$ cat src/rtl/jtpopeye_colmix_if.sv
// jtpopeye_colmix_if
// Groups the pixel, palette-load and video-output signals of the colour mixer.
//   master : the producer side (pixel sources, ROM download path, video sink)
//   slave  : the colour mixer itself
// Signals:
//   pxl_cen                   pixel clock enable
//   BAKC, BKPAL               background colour index and palette bank bit
//   OBJC                      object colour, OBJC[1:0]==0 is transparent
//   TXT_PXL, TXTC             text pixel on and text colour index
//   LHBL, LVBL                active-low blanking, aligned with pixel inputs
//   prog_addr/data/we         palette RAM write port
//   red, green, blue          3-3-2 RGB output
//   LHBL_dly, LVBL_dly        blanking aligned with RGB output
//   gfx_en                    layer enables, only with JTPOPEYE_LAYER_MASK_EN
interface jtpopeye_colmix_if;
  logic       pxl_cen;
  logic [3:0] BAKC;
  logic       BKPAL;
  logic [5:0] OBJC;
  logic       TXT_PXL;
  logic [3:0] TXTC;
  logic       LHBL;
  logic       LVBL;
  logic [6:0] prog_addr;
  logic [7:0] prog_data;
  logic       prog_we;
  logic [2:0] red;
  logic [2:0] green;
  logic [1:0] blue;
  logic       LHBL_dly;
  logic       LVBL_dly;
`ifdef JTPOPEYE_LAYER_MASK_EN
  logic [2:0] gfx_en;
`endif

  modport master (
`ifdef JTPOPEYE_LAYER_MASK_EN
    output gfx_en,
`endif
    output pxl_cen, BAKC, BKPAL, OBJC, TXT_PXL, TXTC, LHBL, LVBL,
    output prog_addr, prog_data, prog_we,
    input  red, green, blue, LHBL_dly, LVBL_dly
  );

  modport slave (
`ifdef JTPOPEYE_LAYER_MASK_EN
    input  gfx_en,
`endif
    input  pxl_cen, BAKC, BKPAL, OBJC, TXT_PXL, TXTC, LHBL, LVBL,
    input  prog_addr, prog_data, prog_we,
    output red, green, blue, LHBL_dly, LVBL_dly
  );
endinterface

$ cat src/rtl/jtpopeye_colmix.sv
// jtpopeye_colmix
// Colour mixer and palette stage behind the background generator. Picks the
// winning layer (text > object > background), looks it up in a 128x8 palette
// RAM loaded from the ROM download path, applies blanking and drives 3-3-2 RGB.
// Three-stage pipeline advancing on pxl_cen: priority/address, palette read,
// output. Palette writes happen on any clk and are not gated by pxl_cen.
// Ports:
//   clk   system clock
//   rst   asynchronous active-high reset (palette contents are kept)
//   bus   jtpopeye_colmix_if.slave, pixel/palette/video signals
// Parameters:
//   INVERT       1 = palette byte inverted before RGB split (active-low dumps)
//   BLANK_LEVEL  RGB byte shown during blanking
// Optional build macro:
//   JTPOPEYE_LAYER_MASK_EN  adds bus.gfx_en[2:0] layer enables
//                           (bit0 background, bit1 object, bit2 text)
module jtpopeye_colmix #(
  parameter int         INVERT      = 0,
  parameter logic [7:0] BLANK_LEVEL = 8'h00
) (
  input logic              clk,
  input logic              rst,
  jtpopeye_colmix_if.slave bus
);

  localparam logic [7:0] PAL_MASK = (INVERT != 0) ? 8'hFF : 8'h00;

  logic [2:0] gfx_en;
  logic       txt_on;
  logic       obj_on;
  logic [6:0] addr_nx;

  logic [6:0] addr_s1;
  logic       lhbl_s1;
  logic       lvbl_s1;
  logic [7:0] pal_s2;
  logic       lhbl_s2;
  logic       lvbl_s2;
  logic [7:0] rgb;
  logic       lhbl_out;
  logic       lvbl_out;

  logic [7:0] ram [0:127];

`ifdef JTPOPEYE_LAYER_MASK_EN
  assign gfx_en = bus.gfx_en;
`else
  assign gfx_en = 3'b111;
`endif

  // Layer priority. A fully disabled scene falls back to entry 0.
  always_comb begin
    addr_nx = 7'h00;
    txt_on  = bus.TXT_PXL & gfx_en[2];
    obj_on  = (|bus.OBJC[1:0]) & gfx_en[1];
    if (txt_on)
      addr_nx = {3'b010, bus.TXTC};
    else if (obj_on)
      addr_nx = {1'b1, bus.OBJC};
    else if (gfx_en[0])
      addr_nx = {2'b00, bus.BKPAL, bus.BAKC};
    else
      addr_nx = 7'h00;
  end

  // Palette storage has no reset so its contents survive a pipeline reset.
  always_ff @(posedge clk) begin
    if (bus.prog_we)
      ram[bus.prog_addr] <= bus.prog_data;
  end

  // The read below samples the RAM before this edge's write lands, so a
  // same-clock write/read collision returns the old byte.
  always_ff @(posedge clk or posedge rst) begin
    if (rst) begin
      addr_s1  <= 7'h00;
      lhbl_s1  <= 1'b0;
      lvbl_s1  <= 1'b0;
      pal_s2   <= 8'h00;
      lhbl_s2  <= 1'b0;
      lvbl_s2  <= 1'b0;
      rgb      <= 8'h00;
      lhbl_out <= 1'b0;
      lvbl_out <= 1'b0;
    end else if (bus.pxl_cen) begin
      addr_s1  <= addr_nx;
      lhbl_s1  <= bus.LHBL;
      lvbl_s1  <= bus.LVBL;
      pal_s2   <= ram[addr_s1];
      lhbl_s2  <= lhbl_s1;
      lvbl_s2  <= lvbl_s1;
      rgb      <= (lhbl_s2 && lvbl_s2) ? (pal_s2 ^ PAL_MASK) : BLANK_LEVEL;
      lhbl_out <= lhbl_s2;
      lvbl_out <= lvbl_s2;
    end
  end

  assign bus.red      = rgb[2:0];
  assign bus.green    = rgb[5:3];
  assign bus.blue     = rgb[7:6];
  assign bus.LHBL_dly = lhbl_out;
  assign bus.LVBL_dly = lvbl_out;

endmodule

$ cat src/flat_wrapper.sv
// flat-port wrapper written by rule: the top's interface ports become plain ports
module jtpopeye_colmix_flat 
#(
  parameter int         INVERT      = 0,
  parameter logic [7:0] BLANK_LEVEL = 8'h00
)
  (clk, rst, bus_pxl_cen, bus_BAKC, bus_BKPAL, bus_OBJC, bus_TXT_PXL, bus_TXTC, bus_LHBL, bus_LVBL, bus_prog_addr, bus_prog_data, bus_prog_we, bus_red, bus_green, bus_blue, bus_LHBL_dly, bus_LVBL_dly);
  jtpopeye_colmix_if bus_i ();
  input logic clk;
  input logic rst;
  input wire logic [$bits(bus_i.pxl_cen)-1:0] bus_pxl_cen;
  input wire logic [$bits(bus_i.BAKC)-1:0] bus_BAKC;
  input wire logic [$bits(bus_i.BKPAL)-1:0] bus_BKPAL;
  input wire logic [$bits(bus_i.OBJC)-1:0] bus_OBJC;
  input wire logic [$bits(bus_i.TXT_PXL)-1:0] bus_TXT_PXL;
  input wire logic [$bits(bus_i.TXTC)-1:0] bus_TXTC;
  input wire logic [$bits(bus_i.LHBL)-1:0] bus_LHBL;
  input wire logic [$bits(bus_i.LVBL)-1:0] bus_LVBL;
  input wire logic [$bits(bus_i.prog_addr)-1:0] bus_prog_addr;
  input wire logic [$bits(bus_i.prog_data)-1:0] bus_prog_data;
  input wire logic [$bits(bus_i.prog_we)-1:0] bus_prog_we;
  output wire logic [$bits(bus_i.red)-1:0] bus_red;
  output wire logic [$bits(bus_i.green)-1:0] bus_green;
  output wire logic [$bits(bus_i.blue)-1:0] bus_blue;
  output wire logic [$bits(bus_i.LHBL_dly)-1:0] bus_LHBL_dly;
  output wire logic [$bits(bus_i.LVBL_dly)-1:0] bus_LVBL_dly;
  assign bus_i.pxl_cen = bus_pxl_cen;
  assign bus_i.BAKC = bus_BAKC;
  assign bus_i.BKPAL = bus_BKPAL;
  assign bus_i.OBJC = bus_OBJC;
  assign bus_i.TXT_PXL = bus_TXT_PXL;
  assign bus_i.TXTC = bus_TXTC;
  assign bus_i.LHBL = bus_LHBL;
  assign bus_i.LVBL = bus_LVBL;
  assign bus_i.prog_addr = bus_prog_addr;
  assign bus_i.prog_data = bus_prog_data;
  assign bus_i.prog_we = bus_prog_we;
  assign bus_red = bus_i.red;
  assign bus_green = bus_i.green;
  assign bus_blue = bus_i.blue;
  assign bus_LHBL_dly = bus_i.LHBL_dly;
  assign bus_LVBL_dly = bus_i.LVBL_dly;
  jtpopeye_colmix #(.INVERT(INVERT), .BLANK_LEVEL(BLANK_LEVEL)) u_core (.clk(clk), .rst(rst), .bus(bus_i));
endmodule
$ cat config.mk
export PLATFORM = sky130hd
export DESIGN_NAME = jtpopeye_colmix_flat
export DESIGN_NICKNAME = d
export VERILOG_FILES = /design/src/rtl/jtpopeye_colmix_if.sv /design/src/rtl/jtpopeye_colmix.sv /design/src/flat_wrapper.sv
export SDC_FILE = /design/constraint.sdc
export NUM_CORES = 1
export LEC_CHECK = 0
export ABC_AREA = 1
export BUFFER_PORTS_ARGS = -buffer_cell sky130_fd_sc_hd__buf_4
export CAP_MARGIN = 15
export CORE_MARGIN = 2
export CORE_UTILIZATION = 30
export CTS_CLUSTER_DIAMETER = 60
export CTS_CLUSTER_SIZE = 16
export DETAILED_ROUTE_END_ITERATION = 10
export GPL_ROUTABILITY_DRIVEN = 0
export PLACE_DENSITY = 0.46
export SYNTH_ARGS = -nofsm -noshare
export SYNTH_HDL_FRONTEND = slang
export SYNTH_SLANG_ARGS = --single-unit
export TNS_END_PERCENT = 100
$ cat constraint.sdc
create_clock -name clk -period 2.1 [get_ports clk]
set_clock_uncertainty 0.15 [all_clocks]
set_input_delay 0.63 -clock clk [delete_from_list [all_inputs] [get_ports clk]]
set_output_delay 0.63 -clock clk [all_outputs]
set_load 0.005 [all_outputs]
==> results of run 1 <==
report_power, final:
group          internal [uW]  switching (uW)  total (uW)  leakage (uW)
logic                   2980            4970        7940       0.00890
registers              23200             104       23300       0.00957
clock network          11200            8730       19900       0.00174
total                  37300           13800       51100        0.0202
flip-flops by register name, indices dropped and copies added (netlist names):
signal               flops
u_core.addr_s1           7
u_core.bus.LHBL_dly      1
u_core.bus.LVBL_dly      1
u_core.lhbl_s1           1
u_core.lhbl_s2           1
u_core.lvbl_s1           1
u_core.lvbl_s2           1
u_core.pal_s2            8
u_core.ram            1024
u_core.rgb               8
cell usage after synthesis:
library cell  instances
nand2_1            1147
edfxtp_1           1024
nand3_1             990
nor2_1              137
buf_2                76
buf_6                60
clkbuf_1             45
buf_4                36
inv_1                33
dfrtp_1              29
buf_1                19
o21ai_0              16
nor3_1               11
o22ai_1               4
clkinv_1              3
a21oi_1               2
a22oi_1               2
o221ai_1              2
buf_8                 1
inv_2                 1
inv_8                 1
worst paths after layout:
path,endpoint,slack (ps),cells past startpoint
min in group asynchronous,u_core.lhbl_s1,400,4
max,u_core.pal_s2[0],-220,13
max reg2reg,u_core.pal_s2[0],-220,13
min,u_core.ram[15][1],110,1
max in group asynchronous,u_core.pal_s2[7],830,5
min reg2reg,u_core.lvbl_s1,320,2
metrics by stage:
stage / setup slack, ps / power (uW) / hold slack, ps
final: -220 / 51100 / 109
after global routing: -308 / 52900 / 86.4
after CTS: -266 / 50800 / 54.8
after detailed placement: -652 / 30200 / 310
after global placement: -652 / 30200 / 308
after floorplan: -35.8 / 27000 / 292
critical path, stage by stage (launching register included):
cell     delay, ps
dfrtp_4        510
buf_12         170
buf_12         160
buf_12         160
nand2_1         70
nand3_1         70
nand3_1        180
nand3_1        130
nand3_2        140
nand2_4         90
nand2_4         70
nand3_4        140
nand3_2         80
nand2_1         50
logic make-up (layout without fill, tap and decap cells):
kind of cell / after synthesis / after routing
buffers and inverters: 275 / 759
other: 0 / 2
DFF: 1053 / 1053
AOI/OAI and AO/OA: 26 / 26
and+or+nand+nor: 2285 / 2285
layout make-up:
class                      instances  area (um^2)  area share, %
sequential                      1053        31500           56.9
multi-input combinational       2311        11600           20.9
timing repair buffer             537         6080           11.0
clock buffer                     112         2650           4.79
tap                             1903         2380           4.30
clock inverter                    71          948           1.71
inverter                          38          184          0.332
timing repair inverter             1         30.0         0.0542
antenna                            2         5.00        0.00904
routing by layer:
metal / track usage, % / wire length (um)
met1: 26.0 / 62900
met2: 29.7 / 65200
met3: 2.41 / 6630
met4: 4.15 / 3050
met5: 0 / 0
repair_timing:
action / 4_1_cts / 5_1_grt
setup endpoints to repair: 10 / 10
setup buffers: 9 / 12
resized for setup: 185 / 211
hold buffers: 4 / 0
pin swaps: 33 / 80
endpoints found under the hold margin: 21 / 0
cloned: 14 / 15
==> results by group, run 1 <==
Run status
  • Status: finished, violations left
  • Failing checks: setup timing

Floorplanning
  • Die height: about 380 um
  • Initial core utilization: between 30% and 40%
  • Die Area: approximately 150000 um^2
  • Row cnt: ~140
  • Core area: about 140000 um^2
  • Die width: approximately 380 um
  • I/O pin cnt: 47

Synth
  • #FFs+latches synth: 1053
  • Cell area after synthesis: 43200 um^2
  • Post-synthesis xor/xnor area fraction: 0%
  • Syn_nets: 3676
  • Cell variety after synth: 21
  • Mux share of post-synthesis cell area: 0%
  • Sequential cell area fraction in the yosys report: about 73%
  • Gate Count Post-Synth: ~3600
  • Synth Area in Adders: 0%
  • Mean Syn Cell Area: ~12 um^2
  • Synth area leader: edfxtp_1
  • Post-synthesis compound-gate area fraction: less than 1%
  • Main combinational cell family by area after synthesis: simple AND/OR/NAND/NOR gates
  • Top cell type's share of synthesized area: a little under three quarters
  • Warnings from Yosys: 0
  • Simple-gate portion of the synthesized area: a little under a quarter
  • Largest cells by area after synthesis: edfxtp_1, nand3_1, nand2_1

STA
  • Actual slew at the worst max-slew pin: approximately 860 ps
  • RSZ-0062 raised after global routing: true
  • Fmax: about 430 MHz
  • TNS Setup: -1560 ps
  • Slew Viols, Final: 0
  • Post-route setup slack: -220 ps
  • Fin crit period: between 2000 and 2500 ps
  • Setup violations, final: 8
  • Final hold violations: 0
  • Slew margin rel.: 42.3%
  • Final clock period utilization by the worst path: 110%

Placement
  • Port Buf Inserts: 46
  • Post-placement cell area: just under 50000 um^2
  • Placed insts: around 5800
  • Detailed Place HPWL: 84600 um

Cells and area
  • Cell area after layout: 55400 um^2
  • # nets final: 4080
  • Share of cells above drive strength 1: 24.1%
  • Most frequent cells in the layout: nand2_1, edfxtp_1, nand3_1
  • Final cell count without fillers: 6028
  • Final Util: 38.6%
  • Area delta synth->final: 28.2%
  • Most common cell after layout, fill and taps aside: nand2_1
  • Layout fillers: roughly 14000

Setup path
  • Data arrival time of the critical path: roughly 2800 ps
  • CP startpoint kind: register
  • CP Class: register to register
  • Worst r2r src: u_core.addr_s1[0]
  • Worst setup EP type: register
  • CP Launch Point: u_core.addr_s1[0]
  • CP required: roughly 2600 ps
  • Critical-path maximum fanout: 24

Clock network
  • CTS tree: yes
  • Clock Tree Root: clkbuf_16
  • Clock sink total: between 1000 and 1500
  • Max Root-Sink Buffers: 3
  • Clock-pin slew of the registers on the worst-case setup and hold paths: 70 ps
  • Max H-tree Level: 3
  • Inserted Clock Buffers: between 100 and 150
  • Latest clock arrival within the worst-skew pair: 730 ps

Drt
  • Pre-antenna DRT Iters: 5
  • Vias: between 20000 and 30000
  • Initial DRC Count: 2468
  • Vias/cell: between 4 and 5
  • Post-DRT Antenna Nets: 0
  • Drt wl/cell: ~23 um
  • Total wire length: between 100000 and 150000 um
  • DRC violations left: 0

Global routing
  • Initial antenna violation count: 3
  • Grt total ovfl: 0
  • First-pass GRT wire length: approximately 200000 um
  • Vias in the first global route: 28700
  • Largest net degree at the start of global routing: 63
  • GR Util All Layers: a little under a fifth

Pwr
  • Power Dens Cells: between 900 and 1000 nW/um^2
  • Leakage: roughly 0.020 uW
  • VDD IR max: ~0.62 mV

Run
  • MaxCap Viol Count: 0

Min path
  • Hold Path Class: input pin to register
  • Hold Path Origin: bus_prog_data[1]
(Power assumes the default switching activity.)
==> run 2: changes to the inputs <==
==> constraint.sdc (replaced) <==
create_clock -name clk -period 2.4 [get_ports clk]
set_clock_uncertainty 0.15 [all_clocks]
set_input_delay 0.72 -clock clk [delete_from_list [all_inputs] [get_ports clk]]
set_output_delay 0.72 -clock clk [all_outputs]
set_load 0.005 [all_outputs]
==> results by group, run 2 (same netlist as run 1, synthesis figures left out) <==
Global routing
  • GR Util All Layers: 17.9% (was 18.3%)
  • Initial antenna violation count: 5 (was 3)
  • Largest net degree at the start of global routing: 65 (was 63)
  • Grt total ovfl: 0 (unchanged)
  • Vias in the first global route: 28100 (was 28700)
  • First-pass GRT wire length: 195000 um (was 199000 um)

Cells and area
  • Regs by FF count: u_core.ram (1024), u_core.pal_s2 (8), u_core.rgb (8) (unchanged)
  • Diodes inserted: 0 (was 2)
  • # nets final: 4002 (was 4080)
  • Share of cells above drive strength 1: 20.4% (was 24.1%)
  • Number of flip-flops in the largest register: 1024 (unchanged)
  • Cell area after layout: 53700 um^2 (was 55400 um^2)
  • Reg with most FFs: u_core.ram (unchanged)
  • Final cell count without fillers: 5949 (was 6028)
  • Most common cell after layout, fill and taps aside: nand2_1 (unchanged)
  • Most frequent cells in the layout: nand2_1, edfxtp_1, nand3_1 (unchanged)
  • Area delta synth->final: 24.5% (was 28.2%)

Drt
  • Vias: 29200 (was 29400)
  • Post-DRT Antenna Nets: 0 (unchanged)
  • DRC violations left: 0 (unchanged)
  • Total wire length: 136000 um (was 138000 um)
  • Initial DRC Count: 2796 (was 2468)
  • Vias/cell: 4.90 (was 4.87)
  • Pre-antenna DRT Iters: 6 (was 5)
  • Drt wl/cell: 22.9 um (about the same)

Pwr
  • Power Dens Cells: 819 nW/um^2 (was 924 nW/um^2)
  • Total chip power: 44000 uW (was 51100 uW)
  • VDD IR max: 0.613 mV (was 0.616 mV)
  • Leakage: 0.0194 uW (was 0.0202 uW)

Setup path
  • Data arrival time of the critical path: 2830 ps (was 2780 ps)
  • Worst setup EP type: register (unchanged)
  • CP required: 2860 ps (was 2560 ps)
  • CP startpoint kind: register (unchanged)
  • Critical-path maximum fanout: 12 (was 24)
  • CP Class: register to register (unchanged)

Clock network
  • Max H-tree Level: 3 (unchanged)
  • Clock sink total: 1053 (unchanged)
  • CTS tree: yes (unchanged)
  • Inserted Clock Buffers: 101 (unchanged)
  • Max Root-Sink Buffers: 3 (unchanged)
  • Clock-pin slew of the registers on the worst-case setup and hold paths: 70 ps (about the same)
  • Clock Tree Root: clkbuf_16 (unchanged)
  • Latest clock arrival within the worst-skew pair: 720 ps (was 730 ps)

Placement
  • Detailed Place HPWL: 83600 um (was 84600 um)
  • Post-placement worst setup slack: -348 ps (was -652 ps)
  • Placed insts: 5729 (was 5790)
  • Post-placement cell area: 48100 um^2 (was 48800 um^2)
  • Port Buf Inserts: 46 (unchanged)

Floorplanning
  • Initial core utilization: 30.1% (unchanged)
  • Die height: 383 um (unchanged)
  • Core area: 143000 um^2 (unchanged)
  • Die Area: 147000 um^2 (unchanged)
  • Row cnt: 139 (unchanged)
  • I/O pin cnt: 47 (unchanged)
  • Die width: 383 um (unchanged)

Run status
  • Status: completed (was finished, violations left)

STA
  • Final clock period utilization by the worst path: 99.0% (was 110%)
  • Slew Viols, Final: 0 (unchanged)
  • Slew margin rel.: 37.2% (was 42.3%)
  • Actual slew at the worst max-slew pin: 936 ps (was 860 ps)
  • RSZ-0062 raised after global routing: true (unchanged)
  • Setup violations, final: 0 (was 8)
  • Final hold violations: 0 (unchanged)
  • Fin crit period: 2380 ps (was 2320 ps)
  • Fmax: 421 MHz (was 431 MHz)
  • TNS Setup: 0 ps (was -1560 ps)
  • Post-route setup slack: 25.0 ps (was -220 ps)

Min path
  • Hold Path Class: input pin to register (unchanged)

Run
  • MaxCap Viol Count: 0 (unchanged)
==> run 2: changes by cell type in the layout (fill, tap and decap cells not counted), sizes merged <==
cell         delta
inv             +5
buf            -74
bufbuf          -3
clkinvlp        -4
clkinv          +4
dlygate4sd3     -3
bufinv          -2
diode           -2
==> run 2: timing repair <==
item                                    4_1_cts  5_1_grt
resized for setup                            82      195
hold buffers                                  1        0
endpoints found under the setup margin        8        8
endpoints found under the hold margin        29        0
cloned                                        5       16
buffers inserted                              6        9
pin swaps                                    11       56
==> run 2: layer usage <==
layer | part of all wire (%) | global-route usage [%] | vias to the layer above
met4 | 1.9 | 4.52 | 2
met1 | 46 | 25.7 | 14700
li1 | - | - | 13600
met3 | 5.2 | 2.40 | 144
met2 | 47 | 28.6 | 779
met5 | 0.0074 | 0 | -
==> run 2: metrics by stage <==
step,hold slack (ps),util (%)
after global routing,51.8,37.5
final,70.6,37.5
after CTS,6.78,36.5
after global placement,305,33.6
after floorplan,292,-
after detailed placement,310,33.6
==> run 2: power breakdown <==
part | internal [uW] | switching, uW
clock | 9570 | 7680
combinational | 2220 | 4150
sequential | 20300 | 90.3
==> run 2: path summary, 6_finish.rpt <==
path / from / to / slack, ps / depth (start not counted)
max in group asynchronous: rst / u_core.addr_s1[1] / 1190 / 4
min in group asynchronous: rst / u_core.pal_s2[4] / 540 / 4
max: u_core.addr_s1[0] / u_core.pal_s2[7] / 20 / 14
max reg2reg: u_core.addr_s1[0] / u_core.pal_s2[7] / 20 / 14
min reg2reg: u_core.lhbl_s1 / u_core.lhbl_s1 / 330 / 2
min: bus_LVBL / u_core.lvbl_s1 / 70 / 3
==> run 2: final cells by class <==
class / count / area (um^2)
flip-flops and latches: 1053 / 31500
repair buffers: 458 / 4980
inverters: 38 / 184
clock buffers: 111 / 2640
repair inverters: 2 / 36.3
clock inverters: 73 / 922
fillers: 13900 / 89600
multi-input cells: 2311 / 11100
well taps: 1903 / 2380
==> run 2: worst max-delay path, stage by stage (launching register included) <==
cell and delay (ps):
dfrtp_4 450, buf_12 200, clkinv_16 130, buf_16 180, buf_12 140, nand2_1 70, nand3_2 80, nand3_4 120
nand3_2 130, nand3_2 110, nand2_2 70, nand2_2 90, nand3_4 160, nand3_2 100, nand2_1 50
